### src/rtl/qoi_pkg.sv
// Shared constants and helpers for the QOI chunk encoders.
package qoi_pkg;

  localparam logic [1:0] QOI_OP_RUN     = 2'b11;
  localparam int         QOI_MAX_RUN    = 62;
  localparam logic [7:0] QOI_INIT_ALPHA = 8'hFF;

  // Pixel every QOI image is implicitly preceded by, right-aligned in 32 bits.
  function automatic logic [31:0] qoi_init_pixel(int components);
    return (components == 4) ? {24'h0, QOI_INIT_ALPHA} : 32'h0;
  endfunction

endpackage

### src/rtl/qoi_op_run_encoder.sv
// QOI_OP_RUN stage: collapses repeated pixels into run bytes and forwards
// every non-repeating pixel with its predecessor to the following stages.
module qoi_op_run_encoder
  import qoi_pkg::*;
#(
  parameter int COMPONENTS = 4,
  parameter int MAX_RUN    = QOI_MAX_RUN
) (
  input  logic                    clk,
  input  logic                    rst_n,
  input  logic [8*COMPONENTS-1:0] pixel,
  input  logic                    pixel_valid,
  input  logic                    sof,
  input  logic                    eof,
  output logic [7:0]              run_byte,
  output logic                    run_valid,
  output logic [8*COMPONENTS-1:0] pix_out,
  output logic [8*COMPONENTS-1:0] prev_out,
  output logic                    pix_valid,
  output logic                    pix_last
);

  localparam int             W         = 8 * COMPONENTS;
  localparam logic [W-1:0]   INIT_PIX  = W'(qoi_init_pixel(COMPONENTS));
  localparam logic [5:0]     MAX_RUN_C = 6'(MAX_RUN);

  // Handshake: run_valid and pix_valid are single-cycle pulses with no
  // backpressure; when both fire together the run byte is ordered first.

  logic [W-1:0] prev_q, prev_d;
  logic [5:0]   run_cnt_q, run_cnt_d;
  logic [7:0]   run_byte_q, run_byte_d;
  logic         run_valid_q, run_valid_d;
  logic [W-1:0] pix_out_q, pix_out_d;
  logic [W-1:0] prev_out_q, prev_out_d;
  logic         pix_valid_q, pix_valid_d;
  logic         pix_last_q, pix_last_d;

  logic [W-1:0] eff_prev;
  logic [5:0]   run_base;
  logic [5:0]   run_next;
  logic         same;

  always_comb begin
    // A new image starts from the implicit initial pixel with no pending run.
    eff_prev = sof ? INIT_PIX : prev_q;
    run_base = sof ? 6'd0 : run_cnt_q;
    run_next = run_base + 6'd1;
    same     = (pixel == eff_prev);

    prev_d      = prev_q;
    run_cnt_d   = run_cnt_q;
    run_byte_d  = run_byte_q;
    run_valid_d = 1'b0;
    pix_out_d   = pix_out_q;
    prev_out_d  = prev_out_q;
    pix_valid_d = 1'b0;
    pix_last_d  = 1'b0;

    if (pixel_valid) begin
      prev_d = pixel;
      if (same) begin
        if (run_next == MAX_RUN_C || eof) begin
          run_byte_d  = {QOI_OP_RUN, run_next - 6'd1};
          run_valid_d = 1'b1;
          run_cnt_d   = 6'd0;
        end else begin
          run_cnt_d = run_next;
        end
      end else begin
        if (run_base != 6'd0) begin
          run_byte_d  = {QOI_OP_RUN, run_base - 6'd1};
          run_valid_d = 1'b1;
        end
        pix_out_d   = pixel;
        prev_out_d  = eff_prev;
        pix_valid_d = 1'b1;
        pix_last_d  = eof;
        run_cnt_d   = 6'd0;
      end
    end
  end

  always_ff @(posedge clk or negedge rst_n) begin
    if (!rst_n) begin
      prev_q      <= INIT_PIX;
      run_cnt_q   <= 6'd0;
      run_byte_q  <= 8'd0;
      run_valid_q <= 1'b0;
      pix_out_q   <= '0;
      prev_out_q  <= '0;
      pix_valid_q <= 1'b0;
      pix_last_q  <= 1'b0;
    end else begin
      prev_q      <= prev_d;
      run_cnt_q   <= run_cnt_d;
      run_byte_q  <= run_byte_d;
      run_valid_q <= run_valid_d;
      pix_out_q   <= pix_out_d;
      prev_out_q  <= prev_out_d;
      pix_valid_q <= pix_valid_d;
      pix_last_q  <= pix_last_d;
    end
  end

  assign run_byte  = run_byte_q;
  assign run_valid = run_valid_q;
  assign pix_out   = pix_out_q;
  assign prev_out  = prev_out_q;
  assign pix_valid = pix_valid_q;
  assign pix_last  = pix_last_q;

endmodule

### config.mk
export PLATFORM = sky130hd
export DESIGN_NAME = qoi_op_run_encoder
export DESIGN_NICKNAME = d
export VERILOG_FILES = /design/src/rtl/qoi_pkg.sv /design/src/rtl/qoi_op_run_encoder.sv
export SDC_FILE = /design/constraint.sdc
export NUM_CORES = 1
export LEC_CHECK = 0
export ABC_AREA = 0
export CAP_MARGIN = 20
export CORE_UTILIZATION = 35
export CTS_BUF_LIST = sky130_fd_sc_hd__clkbuf_4 sky130_fd_sc_hd__clkbuf_8
export DETAILED_ROUTE_END_ITERATION = 8
export PLACE_DENSITY = 0.63
export SYNTH_ARGS = -nofsm -noshare
export SYNTH_HDL_FRONTEND = slang
export SYNTH_SLANG_ARGS = --single-unit
### constraint.sdc
create_clock -name clk -period 5.1 [get_ports clk]
set_input_delay 0.51 -clock clk [delete_from_list [all_inputs] [get_ports clk]]
set_output_delay 0.51 -clock clk [all_outputs]
set_load 0.01 [all_outputs]
== Yosys cells after proc, flatten, opt, wreduce, memory -nomap -nowiden ==
Cells that the tools add are included.

* Register bits: 113
* Input bits: 37
* Output and inout bits: 75
* Logic and storage cells: 35

* Add/subtract/negate cells: 3
* Equality and inequality tests: 3
* Multiplexer cells: 15
* Bitwise gates (word level): 1
* Reduce and logical (&&, ||, !) cells: 5

{| class="wikitable"
|+ Operators by type and width
! operator !! number
|-
| == test 32 bit || 1
|-
| 2-to-1 mux 32 bit || 1
|-
| 2-to-1 mux 8 bit || 3
|-
| 2-to-1 mux 6 bit || 3
|-
| subtractor 6 x 1 -> 6 bit (second input constant) || 2
|-
| 2-to-1 mux 1 bit || 8
|-
| adder 6 x 1 -> 6 bit (second input constant) || 1
|-
| == test 6 bit (second input constant) || 1
|-
| nonzero test 6 bit || 1
|-
| AND reduction 3 bit || 1
|-
| != test 2 x 1 -> 1 bit (second input constant) || 1
|-
| AND reduction 2 bit || 1
|-
| nonzero test 2 bit || 1
|-
| logical OR 1 bit || 1
|-
| inverter 1 bit || 1
|}

== Longest topological paths before layout ==
* Depth in word-level cells: 7
* Mapped depth: 17
* Mapped depth without buffers: 14

== Worst setup path before layout ==
OpenSTA, ideal clock, no wires.

* Path type: input to register
* Start point: in sof
* End point: reg run_byte_q[4] (netlist: run_byte[4])
* Setup time: 0.125 ns
* Data arrival time: 3.878 ns
* Required time: 4.975 ns
* Setup slack: 1.097 ns
* Stages: 13
* Path buffers: 2
* Path through: buf_6 -> or4_1 -> a32o_1 -> or4_4 -> or2_4 -> nor2_8 -> buf_12 -> mux2_2 -> ha_1 -> nand3_1 -> mux2_2 -> a221o_1 -> mux2_4

* Cells in the longest elaborated chain, start to end: 6
* Elaborated cells on any way between the ends: 15
* Those cells by class: add/sub (3); eq/ne (3); mux (5); reduce/logical (4)

{| class="wikitable"
|+ RTL lines
! what !! line !! text
|-
| from (decl) || qoi_op_run_encoder.sv:13 || <nowiki>input logic sof,</nowiki>
|-
| branches (longest 6 deep; another with adder 6 x 1 -> 6 bit) || -- ||
|-
| to (signal assigned) || qoi_op_run_encoder.sv:97 || <nowiki>run_byte_q <= run_byte_d;</nowiki>
|-
| to (decl) || qoi_op_run_encoder.sv:32 || <nowiki>logic [7:0] run_byte_q, run_byte_d;</nowiki>
|}

Parallel ways; which one is timed is not known. The select of a mux whose other input is x is not followed.
A chain may end at the register's enable or synchronous reset.

== Worst setup path after layout ==
Same ends and word-level chain as after synthesis.

==> impl_summary.txt <==
----------------------------------------------------
[Worst setup path]
  Worst reg2reg path startpoint ... prev_q[12]
  Worst reg-to-reg path cell count ... 11
  Cell-by-cell trace of the critical path ... buf_2 > buf_12 > or3_1 > a211oi_1 > o32ai_1 > or4_4 > or2_4 > nor2_8 > mux2_2 > ha_1 > nand3_1 > mux2_2 > a221o_1 > mux2_4
  Critical path capture point type ... register
  Register-to-register setup slack ... 1.19 ns
  Critical-path top delay cell ... or4_4
  Data arrival, critical path ... 4.48 ns
  Highest net fanout along the worst path ... 53
  Startpoint class of the critical path ... input pin
  Cell mode on critical path ... mux2_2
  Required time of the critical path ... 5.37 ns
  Capture point of the worst reg-to-reg path ... run_byte[4]
  Worst setup path category ... in2reg
  Delay contributed by the slowest stage of the critical path ... 0.44 ns

[Clock tree]
  Total clock sinks ... 112
  Clock tree from TritonCTS ... built
  Number of clock buffers inserted by TritonCTS ... 9
  Number of levels the H-tree was split into ... 3
  Maximum count of clock buffers along a single path ... 2
  CTS clock-pin slew for the worst setup and hold paths ... 0.10 ns
  Hold buffer count at cts ... 0
  Post-CTS setup-driven buffer insertion count ... 0
  Latest clock arrival within the worst-skew pair ... 0.39 ns
  CTS Root Cell ... clkbuf_8
  Number of gates resized after CTS ... 0

[Final layout]
  Fraction of the core area covered by cells at the end of the flow ... 46.11%
  Fraction of final layout cells with drive strength greater than 1 ... 17.54%
  Leading cell types in the layout, fill and taps excluded ... clkdlybuf4s50_1 (108), dfrtp_1 (104), mux2_2 (66)
  Antenna diode count ... 0
  Final layout net count ... 646
  Leading cell type in the layout, fill and taps excluded ... clkdlybuf4s50_1
  Post-layout instance area ... 0.007062 mm^2
  Post-synthesis to final-layout area growth ... 27.69%

[Floorplan]
  Std-Cell Core Area ... 0.01531 mm^2
  Starting Density ... 36.11%
  I/O pin count ... 112
  Area of the die ... 0.01631 mm^2
  Chip height ... 127.7 um
  Chip width ... 127.7 um
  # rows ... 45

[Placed design]
  HPWL reported at the end of detailed placement ... 8.382 mm
  IO buf count ... 111
  Instance area at placement ... 0.006813 mm^2
  Final weighted congestion of routability-driven global placement ... 0.8287

[GRT]
  Overall global routing resource usage ... 15.91%
  Number of global-route vias before repair ... 4,108
  Initial antenna violation count ... 0
  Remaining global-route overflow ... 0
  Pin count of the biggest net entering global routing ... 61
  Global-route wire length before repair ... 20.40 mm

[Routing]
  Total number of vias ... 4,101
  Post-route DRC violation count ... 0
  Iteration-0 DRC Markers ... 196
  Drt via density ... 4.995
  WL final ... 12.24 mm
  1st-pass router iterations ... 4
  Wire length per cell ... 14.91 um
  Final antenna-violating net count ... 0

[Timing]
  Normalized max-slew margin ... 32.75%
  Transition time of the tightest slew-check pin ... 1.009 ns
  Period utilization ... 82.53%
  Highest clock frequency the design can meet ... 237.6 MHz
  Unrepaired setup endpoints after global routing ... no
  Final count of negative-setup-slack endpoints ... 0
  Total count of hold-check failures in the final report ... 0
  Final Critical Period ... 4.209 ns
  Setup skew after layout ... 0.01472 ns
  Summed negative setup slack over all endpoints ... 0 ns
  Total count of max-transition violations in the final report ... 0

[Synthesis]
  Main flop type after synthesis ... dfrtp_1
  Synthesized netlist cell count ... 505
  Fraction of registers with async set/reset ... 100.0%
  Post-synthesis area per instance ... 10.95 um^2
  Syn_nets ... 546
  Number of flops mapped to enable cells by yosys ... 0
  Fraction of the yosys area taken by sequential cells ... 50.86%
  Unique masters post-synth ... 63
  Post-synthesis instance area ... 0.005530 mm^2
  Number of synthesized register bits ... 112
  Synthesis warning total ... 0

[Status]
  Status ... finished clean

[Run]
  # Max-Cap Violations ... 0

[Pwr]
  Pleak ... 2.814 nW
  Power consumption ... 2.085 mW
  Worst supply voltage drop on vdd ... 0.1245 mV
  Power density cells ... 295.3 mW/mm^2

[Min path]
  Worst Hold Class ... in2async

----------------------------------------------------
per-layer routing:
metal | GRT usage (%) | part of all wire, % | vias up
met5 | 0 | 0 | -
met4 | 6.298 | 2.0 | 0
met3 | 4.090 | 4.7 | 17
met2 | 25.04 | 46 | 102
met1 | 21.00 | 47 | 2003
li1 | - | - | 1979
flip-flops by register name (all words and copies together) (netlist names):
signal,count
pix_out,32
prev_out,32
prev_q,32
run_byte,7
run_cnt_q,6
pix_last,1
pix_valid,1
run_valid,1
logic make-up (layout without fill, tap and decap cells):
family,Yosys count,after routing,share of synthesized area (%)
xor gates and xnor gates,23,23,3.642
adders and majority gates,4,4,0.9050
AOI/OAI and AO/OA,87,87,10.02
and+or+nand+nor,167,167,16.38
DFF,112,112,50.86
muxes,74,74,15.02
buffers and inverters,38,143,3.167
through the flow:
step                      setup WS, ns  cells  hold slack [ns]
after global placement          0.6181    805           0.4638
after floorplan                  1.097    505           0.2144
after global routing            0.6896    821           0.1829
after CTS                       0.9312    821           0.1569
final                           0.8907    821           0.1536
after detailed placement        0.5210    805           0.4701
where the power goes:
| group | internal (mW) | switching, mW | total, mW |
|---|---|---|---|
| sequential | 0.978 | 0.0627 | 1.04 |
| combinational | 0.224 | 0.167 | 0.391 |
| clock | 0.345 | 0.308 | 0.654 |
| total | 1.55 | 0.538 | 2.09 |
layout make-up:
class                      instances  area [um^2]
multi-input combinational        355         2550
inverter                          12        45.04
clock buffer                      11        145.1
fill                            1437         8253
timing repair buffer             115         1141
clock inverter                     5        103.9
tap                              211        264.0
sequential                       112         2813
cell usage after synthesis, drive strengths merged, types with 5 or more instances:
library cell  count  area, um^2
buf              10       70.07
clkbuf           16       60.06
dfrtp           104        2603
dfstp             8       210.2
inv              12       45.04
mux2             69       780.7
mux2i             5       50.05
nand2            44       165.2
nand2b           28       175.2
nand3b            5       37.54
nor2             44       181.4
nor3              6       41.29
nor4              7       43.79
o21ai            50       254.0
o22ai             5       31.28
or4               5       41.29
xnor2            13       113.9
xor2             10       87.58
worst max-delay path: cells and delay by family:
family                     cells  cell delay [ns]
adders and majority gates      1             0.23
AOI/OAI and AO/OA              3             0.74
buffers and inverters          2             0.55
muxes                          3             0.96
and+or+nand+nor                5             1.46
worst max-delay path by stage:
stage                              to      start  depth (start not counted)
after floorplan           run_byte[4]        sof                         13
after global placement    run_byte[4]  pixel[26]                         13
after detailed placement  run_byte[4]        sof                         14
after CTS                 run_byte[4]        sof                         14
after global routing      run_byte[4]        sof                         14
final                     run_byte[4]        sof                         14
(Power assumes the default switching activity.)
